### src/rtl/button_conditioner.sv
// Button conditioner for the UP/DOWN game controls.
//
// Synchronizes the raw active-low push-buttons and vsync to _clk, debounces each button,
// resolves UP/DOWN conflicts (UP wins), and generates single-cycle move steps with
// frame-based auto-repeat.
//
// Ports:
//   _clk        board clock, rising-edge
//   rst         asynchronous active-high reset
//   up_btn_n    raw UP button, active-low, asynchronous
//   down_btn_n  raw DOWN button, active-low, asynchronous
//   vsync       active-high vertical sync
//   up          debounced, conflict-resolved UP level, active-low
//   down        debounced, conflict-resolved DOWN level, active-low
//   up_step     one-cycle pulse per UP move request (press and auto-repeat)
//   down_step   one-cycle pulse per DOWN move request (press and auto-repeat)
//   frame_tick  one-cycle pulse per vsync rising edge
module button_conditioner #(
  parameter int unsigned DEBOUNCE_CYCLES     = 500000,
  parameter int unsigned REPEAT_DELAY_FRAMES = 16,
  parameter int unsigned REPEAT_RATE_FRAMES  = 4
) (
  input  logic _clk,
  input  logic rst,
  input  logic up_btn_n,
  input  logic down_btn_n,
  input  logic vsync,
  output logic up,
  output logic down,
  output logic up_step,
  output logic down_step,
  output logic frame_tick
);

  localparam int unsigned DbW    = $clog2(DEBOUNCE_CYCLES + 1);
  localparam int unsigned RptMax = (REPEAT_DELAY_FRAMES > REPEAT_RATE_FRAMES) ?
                                   REPEAT_DELAY_FRAMES : REPEAT_RATE_FRAMES;
  localparam int unsigned RptW   = $clog2(RptMax + 1);

  localparam logic [DbW-1:0]  DbLast   = DbW'(DEBOUNCE_CYCLES - 1);
  localparam logic [DbW-1:0]  DbOne    = DbW'(1);
  localparam logic [RptW-1:0] RptDelay = RptW'(REPEAT_DELAY_FRAMES);
  localparam logic [RptW-1:0] RptRate  = RptW'(REPEAT_RATE_FRAMES);
  localparam logic [RptW-1:0] RptOne   = RptW'(1);

  typedef enum logic [1:0] {StIdle, StDelay, StRepeat} rpt_state_e;

  // Bit 0 is UP, bit 1 is DOWN throughout.
  logic [1:0] btn_meta_q, btn_sync_q;
  logic       vs_meta_q, vs_sync_q, vs_prev_q, frame_tick_q;
  logic [1:0] stable;
  logic [1:0] eff;
  logic [1:0] lvl;
  logic [1:0] step;

  // Synchronizers and vsync edge detect.
  always_ff @(posedge _clk or posedge rst) begin
    if (rst) begin
      btn_meta_q   <= 2'b11;
      btn_sync_q   <= 2'b11;
      vs_meta_q    <= 1'b0;
      vs_sync_q    <= 1'b0;
      vs_prev_q    <= 1'b0;
      frame_tick_q <= 1'b0;
    end else begin
      btn_meta_q   <= {down_btn_n, up_btn_n};
      btn_sync_q   <= btn_meta_q;
      vs_meta_q    <= vsync;
      vs_sync_q    <= vs_meta_q;
      vs_prev_q    <= vs_sync_q;
      frame_tick_q <= vs_sync_q & ~vs_prev_q;
    end
  end

  // UP wins a conflict: DOWN reads as released whenever UP is held.
  assign eff = {stable[1] | ~stable[0], stable[0]};

  for (genvar g = 0; g < 2; g++) begin : g_btn
    logic            stable_q, stable_d;
    logic [DbW-1:0]  db_cnt_q, db_cnt_d;
    logic            lvl_q;
    logic            step_q, step_d;
    rpt_state_e      state_q, state_d;
    logic [RptW-1:0] rpt_cnt_q, rpt_cnt_d;

    // Debounce: the sample must differ from the stable value for DEBOUNCE_CYCLES
    // consecutive cycles; any return to the stable value restarts the count.
    always_comb begin
      stable_d = stable_q;
      db_cnt_d = db_cnt_q;
      if (btn_sync_q[g] == stable_q) begin
        db_cnt_d = '0;
      end else if (db_cnt_q == DbLast) begin
        stable_d = btn_sync_q[g];
        db_cnt_d = '0;
      end else begin
        db_cnt_d = db_cnt_q + DbOne;
      end
    end

    // Repeat FSM. lvl_q holds last cycle's effective level, so a press edge is
    // lvl_q=1 with eff=0; the step is registered alongside lvl_q so both change together.
    always_comb begin
      state_d   = state_q;
      rpt_cnt_d = rpt_cnt_q;
      step_d    = 1'b0;
      unique case (state_q)
        StIdle: begin
          if (lvl_q && !eff[g]) begin
            state_d   = StDelay;
            rpt_cnt_d = RptDelay;
            step_d    = 1'b1;
          end
        end
        StDelay, StRepeat: begin
          // Release beats a coincident frame tick.
          if (eff[g]) begin
            state_d   = StIdle;
            rpt_cnt_d = '0;
          end else if (frame_tick_q) begin
            if (rpt_cnt_q == RptOne) begin
              state_d   = StRepeat;
              rpt_cnt_d = RptRate;
              step_d    = 1'b1;
            end else begin
              rpt_cnt_d = rpt_cnt_q - RptOne;
            end
          end
        end
        default: begin
          state_d   = StIdle;
          rpt_cnt_d = '0;
        end
      endcase
    end

    always_ff @(posedge _clk or posedge rst) begin
      if (rst) begin
        stable_q  <= 1'b1;
        db_cnt_q  <= '0;
        lvl_q     <= 1'b1;
        step_q    <= 1'b0;
        state_q   <= StIdle;
        rpt_cnt_q <= '0;
      end else begin
        stable_q  <= stable_d;
        db_cnt_q  <= db_cnt_d;
        lvl_q     <= eff[g];
        step_q    <= step_d;
        state_q   <= state_d;
        rpt_cnt_q <= rpt_cnt_d;
      end
    end

    assign stable[g] = stable_q;
    assign lvl[g]    = lvl_q;
    assign step[g]   = step_q;
  end

  assign up         = lvl[0];
  assign down       = lvl[1];
  assign up_step    = step[0];
  assign down_step  = step[1];
  assign frame_tick = frame_tick_q;

endmodule

### config.mk
export PLATFORM = sky130hd
export DESIGN_NAME = button_conditioner
export DESIGN_NICKNAME = d
export VERILOG_FILES = /design/src/rtl/button_conditioner.sv
export SDC_FILE = /design/constraint.sdc
export NUM_CORES = 1
export LEC_CHECK = 0
export ABC_CLOCK_PERIOD_IN_PS = 2000
export BUFFER_PORTS_ARGS = -buffer_cell sky130_fd_sc_hd__buf_2
export CAP_MARGIN = 20
export CORE_ASPECT_RATIO = 1.5
export CORE_UTILIZATION = 30
export CTS_CLUSTER_SIZE = 40
export DETAILED_ROUTE_END_ITERATION = 16
export GPL_ROUTABILITY_DRIVEN = 0
export PLACE_DENSITY = 0.48
export SLEW_MARGIN = 20
export SYNTH_ARGS = -nofsm -noshare
export SYNTH_HDL_FRONTEND = slang
export SYNTH_SLANG_ARGS = --single-unit
### constraint.sdc
create_clock -name _clk -period 2 [get_ports _clk]
set_clock_uncertainty 0.05 [all_clocks]
set_input_delay 0.1 -clock _clk [delete_from_list [all_inputs] [get_ports _clk]]
set_output_delay 0.1 -clock _clk [all_outputs]
set_load 0.02 [all_outputs]
==> flow_summary.toml, run 1 <==
[setup_path]
critical_path_cell_sequence = "ha_4 -> nand4_1 -> or3_4 -> or4_1 -> a21oi_1"
cp_top_family = "simple AND/OR/NAND/NOR gates"
critPathCaptureType = "flip-flop"
cp-start-kind = "flip-flop"
crit_required_ns = 2.20
max_stage_delay_ns = 0.43
cp_data_arrival_time_ns = 2.07
worst_r2r_startpoint = "g_btn[1].db_cnt_q[0]$_DFF_PP0_"
crit_path_max_fanout = 4
reg2reg_depth = 5
critical_path.slowest_cell = "sky130_fd_sc_hd__or3_4"
regToRegEndpoint = "g_btn[1].db_cnt_q[16]$_DFF_PP0_"
worst-r2r-setup-slack_ns = 0.13
critPathBufInv = 0
worst-setup-path-type = "flip-flop to flip-flop"

[synth]
synth.area.top_cells = "sky130_fd_sc_hd__dfrtp_1, sky130_fd_sc_hd__dfstp_2, sky130_fd_sc_hd__xnor2_1, sky130_fd_sc_hd__nor2_1, sky130_fd_sc_hd__ha_1"
synthesis.area_sq_um = 3260
synth_cell_types = 49
synthesis.nets = 344
synth-edff-count = 0
ys_ff_latch = 66
synth_top_cell_by_area = "sky130_fd_sc_hd__dfrtp_1"
synth.avg_cell_area_sq_um = 9.91
synth.most_common_cell = "sky130_fd_sc_hd__dfrtp_1"
ys_warn_count = 0
synthCells = 329
synth.top_cell.area_share = 0.445
yosys_most_used_dff = "sky130_fd_sc_hd__dfrtp_1"
async_reset_ff_frac = 1.00
synth_common_cells = "sky130_fd_sc_hd__dfrtp_1, sky130_fd_sc_hd__nor2_1, sky130_fd_sc_hd__nand2_1"
synth-seq-area-share = 0.510

[global_routing]
gr-max-usage-layer = "met2"
met2_usage = 0.234
grt_pass1_vias = 2535
grt_first_pass_wirelength_mm = 11.8
groute.usage.overall = 0.137
globalRoute.totalOverflow = 0
grtUsageMet3 = 0.0389
met1_usage = 0.155
grt_start_max_net_pins = 27
antenna_found_initial = 0

[sta]
rsz0062_at_grt = "no"
slew_viol_final = 0
max_slew.worst_pin.slew_ns = 0.507
totalNegativeSetupSlack_ns = 0
period_minus_slack_ns = 1.87
timing.slew.headroom = 0.661
final_min_period_over_clock_period = 0.937
timing_hold_violations_final = 0
finalSetupViolations = 0
max_freq_mhz = 534

[placed_design]
io_buffers = 9
detailedPlacementHpwl_mm = 4.76
place_area_sq_um = 3600

[min_path]
hold_wc_path_type = "input port to asynchronous set/reset pin"

[run]
maxCapViolCount = 0

[floorplanning]
initial_cell_density_of_the_core = 0.308
fp.dieArea_sq_um = 11300
die-height_um = 130
top_level_ports = 10
dieWidth_um = 87.1
fp.coreArea_sq_um = 10600
fp-row-count = 46

[routing]
drt.antenna.violating_nets = 0
route.detailed.wl_per_inst_um = 13.0
first_pass_drt_iterations = 4
vias_per_cell = 4.83
detail_route.iter0.violations = 112
postRouteWirelength_mm = 6.63
detail_route.drc_violations = 0
vias = 2460

[clocking]
clockBufferDepth = 2
ctsRootBufferMaster = "sky130_fd_sc_hd__clkbuf_16"
clkSinkCount = 66
cts_buffers = 9
clk-insertion-delay-late_ns = 0.33
cts-htree-levels = 3
tritoncts = "done"
clk_pin_slew_ns = 0.06

[run_status]
status = "completed"

[final_layout]
post-route-cell-area_sq_um = 3960
fill_cells = 1095
antennaDiodeCount = 0
flow.area_growth_from_synthesis_pct = 21.5
final_layout_size_suffix_gt1_frac = 0.186
finalNetCount = 375

[power]
total_leakage_power_nw = 1.61
irDropWorstVdd_mv = 0.485
power_density_nw_per_um2 = 752
-- metrics by stage --
step	hold slack [ns]	power, mW	std cells	setup slack, ns	utilization
3_5_place_dp	0.115	1.49	489	0.0640	0.340
4_1_cts	0.296	3.03	509	0.0184	0.371
3_3_place_gp	0.110	1.48	489	0.100	0.340
5_1_grt	0.306	3.10	509	0.0201	0.374
6_report	0.288	2.98	509	0.127	0.374
2_1_floorplan	0.0545	1.44	329	0.0834	-
-- worst min-delay path: cells and delay by family --
kind	cells	cell delay, ns
buffers and inverters	3	1.01
-- metal layers --
layer,routed length [um],vias to the layer above
met4,168,0
li1,-,1225
met1,2880,1203
met3,109,11
met5,0,-
met2,3470,21
-- where the power goes --
group	internal, mW	leakage, nW	total [mW]	switching, mW
clock network	0.910	0.138	1.51	0.601
logic	0.0355	0.592	0.0937	0.0581
registers	1.36	0.881	1.37	0.0154
-- registers in the layout, indices dropped and copies added (netlist names), 2 cells and up --
name             flops
btn_meta_q           2
btn_sync_q           2
g_btn.rpt_cnt_q     10
g_btn.stable_q       2
g_btn.state_q        4
g_btn.db_cnt_q      38
-- layout make-up --
class,count,area [sq um],share of cell area
Clock buffer,11,253,0.0638
Timing Repair Buffer,30,238,0.0600
Sequential cell,66,1660,0.420
Tap cell,144,180,0.0455
Inverter,19,71.3,0.0180
Multi-Input combinational cell,234,1520,0.384
Clock inverter,5,37.5,0.00948
-- placed cells by master (no fill, tap or decap), types with 5 or more instances in the layout --
cell                         n
sky130_fd_sc_hd__xor2_1      9
sky130_fd_sc_hd__nand2b_1    5
sky130_fd_sc_hd__clkbuf_16   9
sky130_fd_sc_hd__nor4_1     11
sky130_fd_sc_hd__inv_1      18
sky130_fd_sc_hd__o21ai_0    14
sky130_fd_sc_hd__o31ai_1     8
sky130_fd_sc_hd__nand2_1    21
sky130_fd_sc_hd__nand3_1    12
sky130_fd_sc_hd__ha_1        9
sky130_fd_sc_hd__a21oi_1    12
sky130_fd_sc_hd__nor2_1     40
sky130_fd_sc_hd__xnor2_1    18
sky130_fd_sc_hd__nor3_1      9
sky130_fd_sc_hd__dfstp_2     8
sky130_fd_sc_hd__dfrtp_1    58
sky130_fd_sc_hd__buf_2       9
sky130_fd_sc_hd__buf_4      15
sky130_fd_sc_hd__or4_1       6
sky130_fd_sc_hd__nand4_1    12
-- worst max-delay path by stage --
stage	startpoint	to	slack (ns)	cells after the start
finish	g_btn[1].db_cnt_q[0]$_DFF_PP0_	g_btn[1].db_cnt_q[16]$_DFF_PP0_	0.13	5
global route	g_btn[1].db_cnt_q[0]$_DFF_PP0_	g_btn[1].db_cnt_q[16]$_DFF_PP0_	0.02	5
CTS	g_btn[1].db_cnt_q[0]$_DFF_PP0_	g_btn[1].db_cnt_q[16]$_DFF_PP0_	0.02	5
detailed placement	g_btn[1].db_cnt_q[0]$_DFF_PP0_	g_btn[1].db_cnt_q[16]$_DFF_PP0_	0.06	5
global placement	g_btn[1].db_cnt_q[3]$_DFF_PP0_	g_btn[1].db_cnt_q[17]$_DFF_PP0_	0.10	4
floorplan	g_btn[0].stable_q$_DFFE_PP1P_	g_btn[0].state_q[0]$_DFFE_PP0P_	0.08	6
-- kinds of logic after synthesis --
kind of cell,share of synthesized area
buffers and inverters,0.0338
DFF,0.510
and+or+nand+nor,0.234
AOI/OAI and AO/OA,0.101
muxes,0.0104
adders and majority gates,0.0384
xor gates and xnor gates,0.0725
-- what timing repair did --
item	in CTS	in global routing
setup endpoints to repair	0	7
hold buffers	4	0
gates resized for setup	0	6
hold endpoints to repair	18	0
buffers inserted	0	0
(Power assumes the default switching activity.)
==> inputs of run 2 (changes only) <==
PLACE_DENSITY = unset   (was 0.48)
PLACE_DENSITY_LB_ADDON = 0.2   (was unset)
==> flow_summary.toml, run 2 (synthesis gave the netlist of run 1 again) <==
[setup_path]
critical_path_cell_sequence = "inv_1 -> ha_1 -> or3b_2 -> o41a_1 -> o21ai_0"
cp-start-kind = "flip-flop"
timing.critical_path.from = "g_btn[0].state_q[0]$_DFFE_PP0P_"
crit_required_ns = 2.21
critical_path.slowest_cell = "sky130_fd_sc_hd__or3b_2"
max_stage_delay_ns = 0.52
critPathCaptureType = "flip-flop"
cp_top_family = "simple AND/OR/NAND/NOR gates"
worst_r2r_startpoint = "g_btn[0].state_q[0]$_DFFE_PP0P_"
worst-setup-path-type = "flip-flop to flip-flop"
cp_data_arrival_time_ns = 2.11
critPathBufInv = 1
crit_path_max_fanout = 6

[floorplanning]
fp.dieArea_sq_um = 11300
initial_cell_density_of_the_core = 0.308
fp.coreArea_sq_um = 10600
die-height_um = 130
top_level_ports = 10
fp-row-count = 46
dieWidth_um = 87.1

[min_path]
timing.hold.worst.start = "btn_meta_q[0]$_DFF_PP1_"
hold_wc_path_type = "flip-flop to flip-flop"

[power]
power.share.clock = 0.524
irDropWorstVdd_mv = 0.384
fraction_of_power_consumed_by_combinational_cells = 0.029
power_switching_mw = 0.643
total_leakage_power_nw = 1.62
power_density_nw_per_um2 = 775
p_int_mw = 2.42
switching_share = 0.210
power.sequential.fraction = 0.448

[sta]
finalSetupViolations = 0
slew_viol_final = 0
max_freq_mhz = 525
rsz0062_at_grt = "no"
timing.slew.headroom = 0.627
totalNegativeSetupSlack_ns = 0
timing.final.ws_setup_ns = 0.0969
period_minus_slack_ns = 1.90
final_min_period_over_clock_period = 0.952
max_slew.worst_pin.slew_ns = 0.559
timing_hold_violations_final = 0
hold_slack_ns = 0.304

[routing]
detail_route.drc_violations = 0
route.detailed.wl_per_inst_um = 12.7
postRouteWirelength_mm = 6.49
drt.antenna.violating_nets = 0
first_pass_drt_iterations = 4
detail_route.iter0.violations = 104
vias = 2447
vias_per_cell = 4.79

[global_routing]
grt_start_max_net_pins = 43
grt_first_pass_wirelength_mm = 11.1
groute.usage.overall = 0.128
grt_pass1_vias = 2464
antenna_found_initial = 0
globalRoute.totalOverflow = 0

[final_layout]
antennaDiodeCount = 0
most-common-layout-cells = "sky130_fd_sc_hd__dfrtp_1, sky130_fd_sc_hd__nor2_1, sky130_fd_sc_hd__nand2_1"
flow.area_growth_from_synthesis_pct = 21.3
final_layout_size_suffix_gt1_frac = 0.183
finalNetCount = 377
register_with_the_most_flip_flops = "g_btn.db_cnt_q"
largest_reg_flops = 38
registers_with_the_highest_flip_flop_counts = "g_btn.db_cnt_q (38), g_btn.rpt_cnt_q (10), g_btn.state_q (4)"
post-route-cell-area_sq_um = 3960
commonest_non_fill_non_tap_cell_in_the_layout = "sky130_fd_sc_hd__dfrtp_1"

[clocking]
ctsRootBufferMaster = "sky130_fd_sc_hd__clkbuf_16"
clockBufferDepth = 2
clkSinkCount = 66
tritoncts = "done"
cts-htree-levels = 3
clk-insertion-delay-late_ns = 0.33
cts_buffers = 9
clk_pin_slew_ns = 0.06

[placed_design]
post-place-ws_ns = 0.0850
io_buffers = 9
place_area_sq_um = 3590
detailedPlacementHpwl_mm = 4.66

[run]
maxCapViolCount = 0

[run_status]
status = "completed"
==> run 2: repair_timing <==
item	CTS	global route
endpoints found under the setup margin	0	5
hold buffers	4	0
gates resized for setup	0	2
setup buffers	0	1
endpoints found under the hold margin	24	0
==> run 2: metrics by stage <==
step / std cells / power (mW) / util
after global routing: 511 / 3.19 / 0.374
after floorplan: 329 / 1.44 / -
after CTS: 510 / 3.12 / 0.372
after global placement: 490 / 1.48 / 0.339
final: 511 / 3.06 / 0.374
after detailed placement: 490 / 1.48 / 0.339
==> run 2: worst paths after layout <==
kind,endpoint,slack (ns),depth (start not counted)
setup / recovery,g_btn[0].rpt_cnt_q[4]$_DFFE_PP0P_,0.1,5
hold / removal,btn_sync_q[0]$_DFF_PP1_,0.30,0
setup reg to reg,g_btn[0].rpt_cnt_q[4]$_DFFE_PP0P_,0.1,5
hold reg to reg,btn_sync_q[0]$_DFF_PP1_,0.30,0
max in group asynchronous,btn_sync_q[1]$_DFF_PP1_,0.89,4
min in group asynchronous,g_btn[0].db_cnt_q[4]$_DFF_PP0_,0.33,3
==> run 2: metal layers <==
layer,vias to the layer above,global-route usage,part of all wire
li1,1234,-,-
met1,1175,0.145,0.45
met2,23,0.219,0.50
met3,15,0.0363,0.023
met4,0,0.0656,0.030
met5,-,0,0
==> run 2: worst register-to-register path, delay by kind of cell (launching register included) <==
family                     cells  cell delay, ns
and+or+nand+nor                1            0.52
adders and majority gates      1            0.31
DFF                            1            0.37
buffers and inverters          1            0.05
AOI/OAI and AO/OA              2            0.52
==> run 2: layout make-up <==
type | count | area [sq um]
fillers | 1088 | 6630
flip-flops and latches | 66 | 1660
multi-input cells | 234 | 1500
clock buffers | 12 | 256
repair buffers | 32 | 240
well taps | 144 | 180
inverters | 19 | 71.3
clock inverters | 4 | 51.3
==> run 2: power by group through the flow <==
stage | sequential, mW | clock, mW | combinational [mW]
final | 1.37 | 1.60 | 0.0876
after global routing | 1.37 | 1.72 | 0.101
after CTS | 1.37 | 1.65 | 0.0913
after detailed placement | 1.40 | 0 | 0.0846
after global placement | 1.39 | 0 | 0.0835
after floorplan | 1.39 | 0 | 0.0488
==> inputs of run 3 (changes only) <==
PLACE_DENSITY_LB_ADDON = unset   (was 0.2)
==> flow_summary.toml, run 3 (synthesis gave the netlist of run 1 again) <==
[final_layout]
final_layout_size_suffix_gt1_frac = 0.179
register_with_the_most_flip_flops = "g_btn.db_cnt_q"
seq_area_sq_um = 1660
flow.area_growth_from_synthesis_pct = 21.3
multi_input_comb_area_sq_um = 1500
registers_with_the_highest_flip_flop_counts = "g_btn.db_cnt_q (38), g_btn.rpt_cnt_q (10), g_btn.state_q (4)"
largest_reg_flops = 38
commonest_non_fill_non_tap_cell_in_the_layout = "sky130_fd_sc_hd__dfrtp_1"
antennaDiodeCount = 0
finish.cell_count_without_fillers = 507
most-common-layout-cells = "sky130_fd_sc_hd__dfrtp_1, sky130_fd_sc_hd__nor2_1, sky130_fd_sc_hd__nand2_1, sky130_fd_sc_hd__inv_1, sky130_fd_sc_hd__xnor2_1"
fill_cells = 1089
finalNetCount = 373

[min_path]
hold_wc_path_type = "flip-flop to flip-flop"

[run_status]
status = "completed"

[setup_path]
critPathCaptureType = "flip-flop"
crit_path_end = "g_btn[1].db_cnt_q[16]$_DFF_PP0_"
crit_path_max_fanout = 4
crit_required_ns = 2.20
regToRegEndpoint = "g_btn[1].db_cnt_q[16]$_DFF_PP0_"
timing.critical_path.from = "g_btn[1].db_cnt_q[0]$_DFF_PP0_"
worst-setup-path-type = "flip-flop to flip-flop"
worst-r2r-setup-slack_ns = 0.1
worst_r2r_startpoint = "g_btn[1].db_cnt_q[0]$_DFF_PP0_"
cp-start-kind = "flip-flop"
cp_data_arrival_time_ns = 2.10
reg2reg_depth = 5

[global_routing]
globalRoute.totalOverflow = 0
grt_pass1_vias = 2517
grt_first_pass_wirelength_mm = 11.0
grt_start_max_net_pins = 67
antenna_found_initial = 0
groute.usage.overall = 0.126

[power]
total_power_mw = 3.17
power_density_nw_per_um2 = 800
total_leakage_power_nw = 1.61
irDropWorstVdd_mv = 0.414

[sta]
timing.slew.headroom = 0.733
timing.final.ws_setup_ns = 0.0987
timing_hold_violations_final = 0
max_freq_mhz = 526
max_slew.worst_pin.slew_ns = 0.397
final_min_period_over_clock_period = 0.951
period_minus_slack_ns = 1.90
slew_viol_final = 0
rsz0062_at_grt = "yes"
finalSetupViolations = 0

[floorplanning]
top_level_ports = 10
fp.dieArea_sq_um = 11300
die-height_um = 130
fp-row-count = 46
initial_cell_density_of_the_core = 0.308
dieWidth_um = 87.1
fp.coreArea_sq_um = 10600

[placed_design]
post-place-ws_ns = 0.0324
place.detailed.instances = 486
detailedPlacementHpwl_mm = 4.17
io_buffers = 9

[clocking]
clockBufferDepth = 2
clk-insertion-delay-late_ns = 0.33
cts_buffers = 9
clkSinkCount = 66
clk_pin_slew_ns = 0.05
cts-htree-levels = 3
ctsRootBufferMaster = "sky130_fd_sc_hd__clkbuf_16"
tritoncts = "done"

[routing]
vias_per_cell = 4.87
detail_route.iter0.violations = 139
detail_route.drc_violations = 0
vias = 2469
drt.antenna.violating_nets = 0
postRouteWirelength_mm = 6.29
first_pass_drt_iterations = 4
route.detailed.wl_per_inst_um = 12.4

[run]
maxCapViolCount = 0
## run 3: cell types whose count changed in the layout (fill, tap and decap cells not counted), sizes merged
cell	delta
buf	-4
clkbuf	-2
clkinv	+1
bufinv	+1
## run 3: stage by stage
step                setup TNS (ns)  area, sq um  hold WS [ns]  utilization
floorplan                        0         3260        0.0545            -
detailed placement               0         3560         0.157        0.337
global placement                 0         3560         0.155        0.337
finish                           0         3960         0.299        0.373
global route              -0.00125         3960         0.306        0.373
CTS                              0         3930         0.301        0.371
## run 3: cell type report
class                      count  share of cell area
sequential                    66               0.420
timing repair buffer          28              0.0531
clock buffer                  10              0.0604
multi-input combinational    234               0.380
tap                          144              0.0456
inverter                      19              0.0180
clock inverter                 6              0.0228
## run 3: repair_timing
action	4_1_cts	5_1_grt
setup endpoints to repair	0	6
setup buffers	0	1
hold endpoints to repair	61	0
hold buffers	4	0
gates resized for setup	0	4
## run 3: critical path, cell delays in order, from the launching register on
cell	delay, ns
sky130_fd_sc_hd__dfrtp_1	0.38
sky130_fd_sc_hd__ha_2	0.23
sky130_fd_sc_hd__nand4_1	0.16
sky130_fd_sc_hd__or3_4	0.42
sky130_fd_sc_hd__or4_1	0.41
sky130_fd_sc_hd__a21oi_1	0.17
## run 3: worst min path at each step
| stage | from | to | slack [ns] | depth (start not counted) |
|---|---|---|---|---|
| floorplan | up_btn_n | btn_meta_q[0]$_DFF_PP1_ | 0.05 | 0 |
| global placement | up_btn_n | btn_meta_q[0]$_DFF_PP1_ | 0.15 | 1 |
| detailed placement | rst | vs_meta_q$_DFF_PP0_ | 0.16 | 3 |
| CTS | btn_meta_q[0]$_DFF_PP1_ | btn_sync_q[0]$_DFF_PP1_ | 0.30 | 0 |
| global route | btn_meta_q[0]$_DFF_PP1_ | btn_sync_q[0]$_DFF_PP1_ | 0.31 | 0 |
| finish | vs_meta_q$_DFF_PP0_ | vs_sync_q$_DFF_PP0_ | 0.30 | 0 |
## run 3: report_power, final
group	leakage, nW	total, mW	internal [mW]	switching, mW
Sequential	0.881	1.37	1.36	0.0137
Clock	0.159	1.71	1.13	0.582
Combinational	0.575	0.0864	0.0308	0.0556
## run 3: metal layers
| metal | GRT usage | share of wire | vias to the layer above |
|---|---|---|---|
| li1 | - | - | 1223 |
| met5 | 0 | 0 | - |
| met1 | 0.138 | 0.43 | 1216 |
| met2 | 0.221 | 0.52 | 21 |
| met4 | 0.0665 | 0.024 | 0 |
| met3 | 0.0331 | 0.025 | 9 |
